File: src/rtl/dmem_arbiter_pkg.sv
// Shared types and constants for the data-RAM arbiter.
package arb_pkg;

  typedef enum logic {
    ARB    = 1'b0,
    LOCKED = 1'b1
  } arb_state_t;

  typedef logic port_id_t;

  localparam port_id_t PORT_CORE = 1'b0;
  localparam port_id_t PORT_DBG  = 1'b1;

  typedef struct packed {
    logic     valid;
    port_id_t port;
  } rd_owner_t;

endpackage

File: src/rtl/dmem_arbiter_if.sv
// One requester port of the data-RAM arbiter: request/grant plus registered read return.
interface dmem_arbiter_if #(
  parameter int ADDR_WIDTH = 8,
  parameter int DATA_WIDTH = 32
);
  logic                  req;
  logic                  we;
  logic [ADDR_WIDTH-1:0] addr;
  logic [DATA_WIDTH-1:0] wdata;
  logic                  gnt;
  logic                  rvalid;
  logic [DATA_WIDTH-1:0] rdata;

  modport master (output req, we, addr, wdata, input gnt, rvalid, rdata);
  modport slave  (input req, we, addr, wdata, output gnt, rvalid, rdata);
endinterface

File: src/rtl/dmem_arbiter_lock_watchdog.sv
// Starvation watchdog: counts core wait cycles while locked and forces a core grant.
module lock_watchdog #(
  parameter int MAX_LOCK = 16
) (
  input  logic clk,
  input  logic rst,
  input  logic locked,
  input  logic req_core,
  input  logic gnt_core,
  output logic force_core
);
  localparam logic [7:0] LIMIT = 8'(MAX_LOCK);

  logic [7:0] wait_cnt;

  always_ff @(posedge clk or posedge rst) begin
    if (rst) begin
      wait_cnt <= '0;
    end else if (!locked || gnt_core) begin
      wait_cnt <= '0;
    end else if (req_core && wait_cnt != 8'hFF) begin
      wait_cnt <= wait_cnt + 8'd1;
    end
  end

  // Force once the core has waited MAX_LOCK full cycles under lock.
  assign force_core = locked && (wait_cnt >= LIMIT);
endmodule

File: src/rtl/dmem_arbiter.sv
// Two-port round-robin arbiter for the 256x32 data RAM with debug burst lock.
//   state  | meaning
//   ARB    | round-robin between core (port 0) and debug loader (port 1)
//   LOCKED | debug port has priority; core served when idle debug or watchdog fires
module dmem_arbiter #(
  parameter int ADDR_WIDTH = 8,
  parameter int DATA_WIDTH = 32,
  parameter int MAX_LOCK   = 16
) (
  input  logic                  clk,
  input  logic                  rst,
  dmem_arbiter_if.slave         p0,
  dmem_arbiter_if.slave         p1,
  input  logic                  dbg_lock,
  output logic                  core_stall,
  output logic                  ram_wen,
  output logic                  ram_ren,
  output logic [ADDR_WIDTH-1:0] ram_addr,
  output logic [DATA_WIDTH-1:0] ram_wdata,
  input  logic [DATA_WIDTH-1:0] ram_rdata
);
  import arb_pkg::*;

  arb_state_t            state, state_next;
  port_id_t              prio;
  rd_owner_t             rd_owner;
  logic                  force_core;
  logic                  gnt0, gnt1;
  logic                  rvalid0, rvalid1;
  logic [DATA_WIDTH-1:0] hold0, hold1;

  lock_watchdog #(.MAX_LOCK(MAX_LOCK)) u_watchdog (
    .clk        (clk),
    .rst        (rst),
    .locked     (state == LOCKED),
    .req_core   (p0.req),
    .gnt_core   (gnt0),
    .force_core (force_core)
  );

  always_comb begin
    gnt0 = 1'b0;
    gnt1 = 1'b0;
    if (p0.req && p1.req) begin
      if (state == LOCKED) begin
        if (force_core) gnt0 = 1'b1;
        else            gnt1 = 1'b1;
      end else if (prio == PORT_CORE) begin
        gnt0 = 1'b1;
      end else begin
        gnt1 = 1'b1;
      end
    end else begin
      gnt0 = p0.req;
      gnt1 = p1.req;
    end
  end

  always_comb begin
    state_next = state;
    case (state)
      ARB:     if (gnt1 && dbg_lock) state_next = LOCKED;
      LOCKED:  if (!dbg_lock)        state_next = ARB;
      default: state_next = ARB;
    endcase
  end

  always_ff @(posedge clk or posedge rst) begin
    if (rst) begin
      state <= ARB;
      prio  <= PORT_CORE;
    end else begin
      state <= state_next;
      if (gnt0)      prio <= PORT_DBG;
      else if (gnt1) prio <= PORT_CORE;
    end
  end

  always_comb begin
    ram_wen   = 1'b0;
    ram_ren   = 1'b0;
    ram_addr  = '0;
    ram_wdata = '0;
    if (gnt0) begin
      ram_wen   = p0.we;
      ram_ren   = ~p0.we;
      ram_addr  = p0.addr;
      ram_wdata = p0.wdata;
    end else if (gnt1) begin
      ram_wen   = p1.we;
      ram_ren   = ~p1.we;
      ram_addr  = p1.addr;
      ram_wdata = p1.wdata;
    end
  end

  // The RAM output register is the data register; the hold copy keeps it stable between strobes.
  always_ff @(posedge clk or posedge rst) begin
    if (rst) begin
      rd_owner <= '0;
      hold0    <= '0;
      hold1    <= '0;
    end else begin
      rd_owner.valid <= ram_ren;
      rd_owner.port  <= gnt1 ? PORT_DBG : PORT_CORE;
      if (rvalid0) hold0 <= ram_rdata;
      if (rvalid1) hold1 <= ram_rdata;
    end
  end

  assign rvalid0    = rd_owner.valid && (rd_owner.port == PORT_CORE);
  assign rvalid1    = rd_owner.valid && (rd_owner.port == PORT_DBG);
  assign p0.gnt     = gnt0;
  assign p1.gnt     = gnt1;
  assign p0.rvalid  = rvalid0;
  assign p1.rvalid  = rvalid1;
  assign p0.rdata   = rvalid0 ? ram_rdata : hold0;
  assign p1.rdata   = rvalid1 ? ram_rdata : hold1;
  assign core_stall = p0.req && !gnt0;
endmodule

File: src/flat_wrapper.sv
// flat-port wrapper written by rule: the top's interface ports become plain ports
module dmem_arbiter_flat import arb_pkg::*;
#(
  parameter int ADDR_WIDTH = 8,
  parameter int DATA_WIDTH = 32,
  parameter int MAX_LOCK   = 16
)
  (clk, rst, dbg_lock, core_stall, ram_wen, ram_ren, ram_addr, ram_wdata, ram_rdata, p0_req, p0_we, p0_addr, p0_wdata, p0_gnt, p0_rvalid, p0_rdata, p1_req, p1_we, p1_addr, p1_wdata, p1_gnt, p1_rvalid, p1_rdata);
  dmem_arbiter_if #(.ADDR_WIDTH(ADDR_WIDTH), .DATA_WIDTH(DATA_WIDTH)) p0_i ();
  dmem_arbiter_if #(.ADDR_WIDTH(ADDR_WIDTH), .DATA_WIDTH(DATA_WIDTH)) p1_i ();
  input  logic clk;
  input  logic rst;
  input  logic dbg_lock;
  output logic core_stall;
  output logic ram_wen;
  output logic ram_ren;
  output logic [ADDR_WIDTH-1:0] ram_addr;
  output logic [DATA_WIDTH-1:0] ram_wdata;
  input  logic [DATA_WIDTH-1:0] ram_rdata;
  input wire logic [$bits(p0_i.req)-1:0] p0_req;
  input wire logic [$bits(p0_i.we)-1:0] p0_we;
  input wire logic [$bits(p0_i.addr)-1:0] p0_addr;
  input wire logic [$bits(p0_i.wdata)-1:0] p0_wdata;
  output wire logic [$bits(p0_i.gnt)-1:0] p0_gnt;
  output wire logic [$bits(p0_i.rvalid)-1:0] p0_rvalid;
  output wire logic [$bits(p0_i.rdata)-1:0] p0_rdata;
  input wire logic [$bits(p1_i.req)-1:0] p1_req;
  input wire logic [$bits(p1_i.we)-1:0] p1_we;
  input wire logic [$bits(p1_i.addr)-1:0] p1_addr;
  input wire logic [$bits(p1_i.wdata)-1:0] p1_wdata;
  output wire logic [$bits(p1_i.gnt)-1:0] p1_gnt;
  output wire logic [$bits(p1_i.rvalid)-1:0] p1_rvalid;
  output wire logic [$bits(p1_i.rdata)-1:0] p1_rdata;
  assign p0_i.req = p0_req;
  assign p0_i.we = p0_we;
  assign p0_i.addr = p0_addr;
  assign p0_i.wdata = p0_wdata;
  assign p0_gnt = p0_i.gnt;
  assign p0_rvalid = p0_i.rvalid;
  assign p0_rdata = p0_i.rdata;
  assign p1_i.req = p1_req;
  assign p1_i.we = p1_we;
  assign p1_i.addr = p1_addr;
  assign p1_i.wdata = p1_wdata;
  assign p1_gnt = p1_i.gnt;
  assign p1_rvalid = p1_i.rvalid;
  assign p1_rdata = p1_i.rdata;
  dmem_arbiter #(.ADDR_WIDTH(ADDR_WIDTH), .DATA_WIDTH(DATA_WIDTH), .MAX_LOCK(MAX_LOCK)) u_core (.clk(clk), .rst(rst), .p0(p0_i), .p1(p1_i), .dbg_lock(dbg_lock), .core_stall(core_stall), .ram_wen(ram_wen), .ram_ren(ram_ren), .ram_addr(ram_addr), .ram_wdata(ram_wdata), .ram_rdata(ram_rdata));
endmodule
File: config.mk
export PLATFORM = sky130hd
export DESIGN_NAME = dmem_arbiter_flat
export DESIGN_NICKNAME = d
export VERILOG_FILES = /design/src/rtl/dmem_arbiter_pkg.sv /design/src/rtl/dmem_arbiter_if.sv /design/src/rtl/dmem_arbiter_lock_watchdog.sv /design/src/rtl/dmem_arbiter.sv /design/src/flat_wrapper.sv
export SDC_FILE = /design/constraint.sdc
export NUM_CORES = 1
export LEC_CHECK = 0
export CORE_AREA = 2 2 122 124
export CTS_CLUSTER_DIAMETER = 120
export DETAILED_ROUTE_END_ITERATION = 8
export DIE_AREA = 0 0 124 126
export SLEW_MARGIN = 30
export SYNTH_ARGS = -nofsm -noshare
export SYNTH_HDL_FRONTEND = slang
export SYNTH_HIERARCHICAL = 1
export SYNTH_SLANG_ARGS = --single-unit
File: constraint.sdc
create_clock -name clk -period 2.5 [get_ports clk]
set_clock_uncertainty 0.15 [all_clocks]
set_input_delay 0.5 -clock clk [delete_from_list [all_inputs] [get_ports clk]]
set_output_delay 0.5 -clock clk [all_outputs]
set_load 0.02 [all_outputs]
== After elaboration in Yosys (flattened, before gate mapping) ==
Index checks and enable logic that the tools add are counted.

* Word-level logic and storage cells: 52
* Register bits: 76
* Output and inout bits: 111
* Input port bits: 119

* Reductions and logical operators: 12
* Bitwise operators: 4
* Add/sub/neg operators: 1
* Order comparisons: 1
* Eq/ne operators: 1
* Mux-type cells: 26

{| class="wikitable"
|+ Operators with widths
! operator !! count
|-
| 32-bit 2-to-1 mux || 4
|-
| 8-bit 2-to-1 mux || 4
|-
| 1-bit 2-to-1 mux || 17
|-
| 8-bit by 1-bit adder with 8-bit output, second input constant || 1
|-
| 8-bit by 5-bit >= comparator with 1-bit output, second input constant || 1
|-
| 8-bit inequality test, second input constant || 1
|-
| 1-bit logical AND || 7
|-
| 1-bit inverter || 4
|-
| 2-bit nonzero test || 2
|-
| 1-bit zero test || 2
|-
| 1-bit one-hot mux with 2 select lines || 1
|-
| 1-bit logical OR || 1
|}

== Logic depth before layout (Yosys ltp) ==
Gate-level depths: netlist of run 1.

* Depth in word-level cells: 8
* Mapped depth: 7
* Depth with buffers taken out: 6

== Cells and area by module ==
Netlist of run 1, hierarchy kept.

{| class="wikitable"
|+ By module, submodules not included
! module !! times used !! seq. area each (µm²) !! area an instance (µm²) !! cells an instance
|-
| dmem_arbiter || 1 || 1,701.6 || 3,021.6 || 208
|-
| lock_watchdog || 1 || 200.2 || 486.7 || 53
|}

== Worst setup path before layout of run 1 ==
No wires, ideal clock.

* Kind: register to output
* Start point: register u_core.u_watchdog.wait_cnt[7]
* End point: output ram_addr[0]
* Path buffers: 1
* Path slack: 0.075 ns
* Required time: 1.850 ns
* Arrival time: 1.775 ns
* Stages on the path, launching flop included: 6
* Cell sequence: dfrtp_1 -> o41a_1 -> nand2b_1 -> a31oi_4 -> buf_2 -> a22o_1

* Longest elaborated chain between the ends: 7
* Elaborated cells on any way between the ends: 10
* Those cells by class: order compare: 1; mux: 8; reduce/logical: 1

{| class="wikitable"
|+ Ends and longest elaborated chain
! element !! RTL line !! source
|-
| from (decl) || dmem_arbiter_lock_watchdog.sv:14 || <nowiki>logic [7:0] wait_cnt;</nowiki>
|-
| from (signal assigned) || dmem_arbiter_lock_watchdog.sv:22 || <nowiki>wait_cnt <= wait_cnt + 8'd1;</nowiki>
|-
| 8-bit by 5-bit >= comparator with 1-bit output || dmem_arbiter_lock_watchdog.sv:27 || <nowiki>assign force_core = locked && (wait_cnt >= LIMIT);</nowiki>
|-
| 1-bit logical AND || dmem_arbiter_lock_watchdog.sv:27 ||
|-
| named net u_core.force_core || dmem_arbiter.sv:27 || <nowiki>logic force_core;</nowiki>
|-
| 1-bit 2-to-1 mux || dmem_arbiter.sv:46 || <nowiki>if (force_core) gnt0 = 1'b1;</nowiki>
|-
| 1-bit 2-to-1 mux || dmem_arbiter.sv:45 || <nowiki>if (state == LOCKED) begin</nowiki>
|-
| 1-bit 2-to-1 mux || dmem_arbiter.sv:44 || <nowiki>if (p0.req && p1.req) begin</nowiki>
|-
| named net p1_gnt || flat_wrapper.sv:31 || <nowiki>output wire logic [$bits(p1_i.gnt)-1:0] p1_gnt;</nowiki>
|-
| 8-bit 2-to-1 mux || dmem_arbiter.sv:89 || <nowiki>end else if (gnt1) begin</nowiki>
|-
| 8-bit 2-to-1 mux || dmem_arbiter.sv:84 || <nowiki>if (gnt0) begin</nowiki>
|-
| to (decl) || flat_wrapper.sv:17 || <nowiki>output logic [ADDR_WIDTH-1:0] ram_addr;</nowiki>
|}

The timed path passes the listed nets, and every way through them passes these cells.

== Final worst setup path of run 1 ==
* Start point: register u_core.u_watchdog.wait_cnt[6]
* End point: output ram_wdata[20]

* Longest elaborated chain between the ends: 7
* Elaborated cells on any way between the ends: 10
* Those cells by class: order compare: 1; mux: 8; reduce/logical: 1

{| class="wikitable"
|+ Ends and longest elaborated chain
! element !! RTL line !! source
|-
| 8-bit by 5-bit >= comparator with 1-bit output (*) || dmem_arbiter_lock_watchdog.sv:27 ||
|-
| 1-bit logical AND (*) || dmem_arbiter_lock_watchdog.sv:27 ||
|-
| named net u_core.force_core || dmem_arbiter.sv:27 ||
|-
| 1-bit 2-to-1 mux || dmem_arbiter.sv:46 ||
|-
| 1-bit 2-to-1 mux || dmem_arbiter.sv:45 ||
|-
| 1-bit 2-to-1 mux || dmem_arbiter.sv:44 ||
|-
| 32-bit 2-to-1 mux || dmem_arbiter.sv:89 ||
|-
| 32-bit 2-to-1 mux (*) || dmem_arbiter.sv:84 ||
|-
| to (decl) || flat_wrapper.sv:18 || <nowiki>output logic [DATA_WIDTH-1:0] ram_wdata;</nowiki>
|}

Mark *: on every way through the listed nets, which the timed path passes. The rest lies on a longest branch.

==> metrics, run 1 <==
status=finished, violations left; failing checks=setup timing; XOR/XNOR Fraction of Synth Area=0%; post-layout total power=4.94 mW; Syn Area/Cell=13.4 um2; Worst-Skew Late Latency=330 ps; final worst slack=-274 ps; CTS H-tree depth=3; Critical R2R Launch=u_core/u_watchdog/wait_cnt[6]; maxcap violations=0; final period utilization=111%; via/cell ratio=4.53; Yosys warning total=6; largest net degree at the start of global routing=43; DP HPWL=10300 um; vias=3276; Synth Register Bits=76; diodes inserted=0; final WL=13500 um; WP data required=1850 ps; area post-placement=6210 um2; Post-Synth Adder-Cell Area=0.713%; core area=14300 um2; clock sinks=76; Critical Path End=ram_wdata[20]; P&R area growth vs syn=95.0%; CTS tree=built; Finished Cell Area=6840 um2; compound-cell area share of the yosys netlist=14.4%; initial antenna violation count=1; post-synthesis cell count=261; number of global-route vias before repair=3463; DR WL/cell=18.7 um; Max Root-Sink Buffers=2; min Tclk post-route=2770 ps; pre-CTS WS=-558 ps; Post-Syn Area=3510 um2; Ports=230; Critical Path End Type=output port; critical path type=reg -> out; Power Density=722 nW/um2; Max Freq=0.361 GHz; Starting Density=24.5%; GP Congestion=0.915; DRT Pass-1 Iters=4; hold buffer count at cts=0; unrepaired setup endpoints after global routing=true; Slew HR=64.4%; die height=126 um; mux share of post-synthesis cell area=21.4%; CP Launch Type=flip-flop; CTS root buf=clkbuf_16; nets=656; crit path max fanout=14; DIE AREA=15600 um2; Routed Antenna Nets=0; TritonCTS Buffers=9; Seq/Total Area, Yosys=54.2%; Port Buffers=229; Slew Viols, Final=0; Leak=3.10 nW; Hold WC Path Type=in -> async; Hold WS=324 ps; share of cells above drive strength 1=40.1%; count of cell types in the netlist=29; Worst-path clk slew=60 ps; Slew @ Worst Pin=534 ps; DR iter-0 viols=90; Total GRT Usage=16.9%; first-pass GRT wire length=19600 um; Final Hold Fails=0; row cnt=44; CP arrival=2120 ps; # setup viols final=44; drt drc=0; path depth of the worst reg2reg path=11; Filler Cells Inserted=1334; die width=124 um; Synthesized Nets=382; Worst Setup SP=u_core/u_watchdog/wait_cnt[6]; Peak VDD IR=342 uV; Worst R2R Setup Slack=210 ps; total gr overflow=0; simple logic cell fraction of the synthesized area=5.21%; R2R Path End=u_core/u_watchdog/wait_cnt[4]; largest family of logic cells by synthesized area=multiplexers
cell families after synthesis:
group | Yosys count
adders and majority gates | 2
buffers and inverters | 26
AOI/OAI and AO/OA | 59
and+or+nand+nor | 31
muxes | 67
DFF | 76
how the worst min path moves through the flow:
| stage | from | end | slack [ps] | cells after the start |
|---|---|---|---|---|
| 6_report | rst | u_core/u_watchdog/wait_cnt[6] | 320 | 2 |
| 5_1_grt | u_core/hold0[26] | u_core/hold0[26] | 350 | 1 |
| 4_1_cts | rst | u_core/u_watchdog/wait_cnt[6] | 330 | 2 |
| 3_5_place_dp | u_core/hold0[12] | u_core/hold0[12] | 320 | 1 |
| 3_3_place_gp | u_core/hold0[19] | u_core/hold0[19] | 310 | 1 |
| 2_1_floorplan | rst | u_core/u_watchdog/wait_cnt[0] | 170 | 1 |
area by class of cell:
cell class	count	area (um2)	share of cell area, %
Clock inverter	6	87.6	1.28
Sequential cell	76	1900	27.8
Timing Repair Buffer	278	2750	40.2
Multi-Input combinational cell	159	1600	23.4
Inverter	11	41.3	0.604
Tap cell	184	230	3.37
Clock buffer	9	225	3.29
cells in the mapped netlist:
cell type | n | area share [%]
a22o_1 | 42 | 10
buf_6 | 4 | 1.3
o41a_1 | 1 | 0.32
nor3_1 | 2 | 0.29
ha_1 | 2 | 0.71
buf_2 | 11 | 1.6
nand2_1 | 7 | 0.75
a311oi_1 | 1 | 0.25
nor2b_1 | 5 | 0.89
inv_1 | 11 | 1.2
mux2_2 | 52 | 17
or2_4 | 1 | 0.25
a21oi_1 | 5 | 0.71
and2_1 | 1 | 0.18
a31oi_1 | 3 | 0.54
nor3b_1 | 1 | 0.21
and3_1 | 3 | 0.54
a211oi_1 | 1 | 0.21
nand2b_1 | 4 | 0.71
o21ai_0 | 2 | 0.29
and4_1 | 3 | 0.75
nand3_1 | 2 | 0.29
mux2i_1 | 3 | 0.86
a21o_1 | 1 | 0.21
a21boi_0 | 1 | 0.21
a31oi_4 | 2 | 1.2
mux2_1 | 12 | 3.9
nand4_1 | 2 | 0.36
dfrtp_1 | 76 | 54
timing repair:
action,CTS,global route
buffers inserted,12,9
endpoints found under the setup margin,109,77
pin swaps,11,20
cloned,2,4
resized for setup,270,88
registers in the layout, indices dropped and copies added, names as in the netlist:
| name | cells |
|---|---|
| u_core/hold1 | 32 |
| u_core/hold0 | 32 |
| u_core/u_watchdog/wait_cnt | 8 |
| u_core/prio | 1 |
| u_core/state | 1 |
| u_core/rd_owner | 2 |
layout by cell type, fill, tap and decap left out, types with 3 or more instances in the layout:
cell,n
and4_1,3
buf_8,3
mux2_1,12
dfrtp_1,75
a31oi_1,3
clkbuf_16,13
buf_4,38
clkdlybuf4s50_1,120
mux2_2,52
nand2_1,5
nand2b_1,3
clkbuf_2,33
and3_1,3
a22o_1,29
nor2b_1,4
dlygate4sd2_1,32
a21oi_1,5
buf_12,15
buf_6,33
a22o_4,13
mux2i_1,3
inv_1,10
report_power, final:
part           internal [mW]  switching [mW]  total (mW)
combinational          0.970            1.04        2.01
sequential              1.52          0.0666        1.58
clock                  0.869           0.478        1.35
total                   3.36            1.58        4.94
per-layer routing:
metal / share of wire (%) / routed length (um) / GRT usage, % / vias up
li1: - / - / - / 1518
met1: 36 / 4820 / 17.3 / 1577
met2: 55 / 7360 / 32.0 / 161
met3: 7.4 / 993 / 5.12 / 18
met4: 2.2 / 302 / 5.49 / 2
met5: 0.096 / 13 / 0 / -
worst max-delay path: stages (launching register included):
cell and delay (ps):
dfrtp_1 380, o41a_1 460, nand2b_4 170, a31oi_4 170
buf_12 170, clkbuf_16 150, a22o_1 140, buf_6 130
stage by stage:
| stage | util, % | instances | setup TNS [ps] |
|---|---|---|---|
| after global routing | 47.8 | 723 | -13480 |
| after global placement | 43.4 | 683 | -17470 |
| after CTS | 47.2 | 712 | -11530 |
| after detailed placement | 43.4 | 683 | -18070 |
| final | 47.8 | 723 | -9980 |
| after floorplan | - | 261 | 0 |
Power figures use the tool's default switching activity.
==> inputs of run 2 (changes only) <==
HOLD_SLACK_MARGIN = 0.12   (was not set)
==> results of run 2 <==
The final DEF is identical to that of run 1; final timing and power are the same.
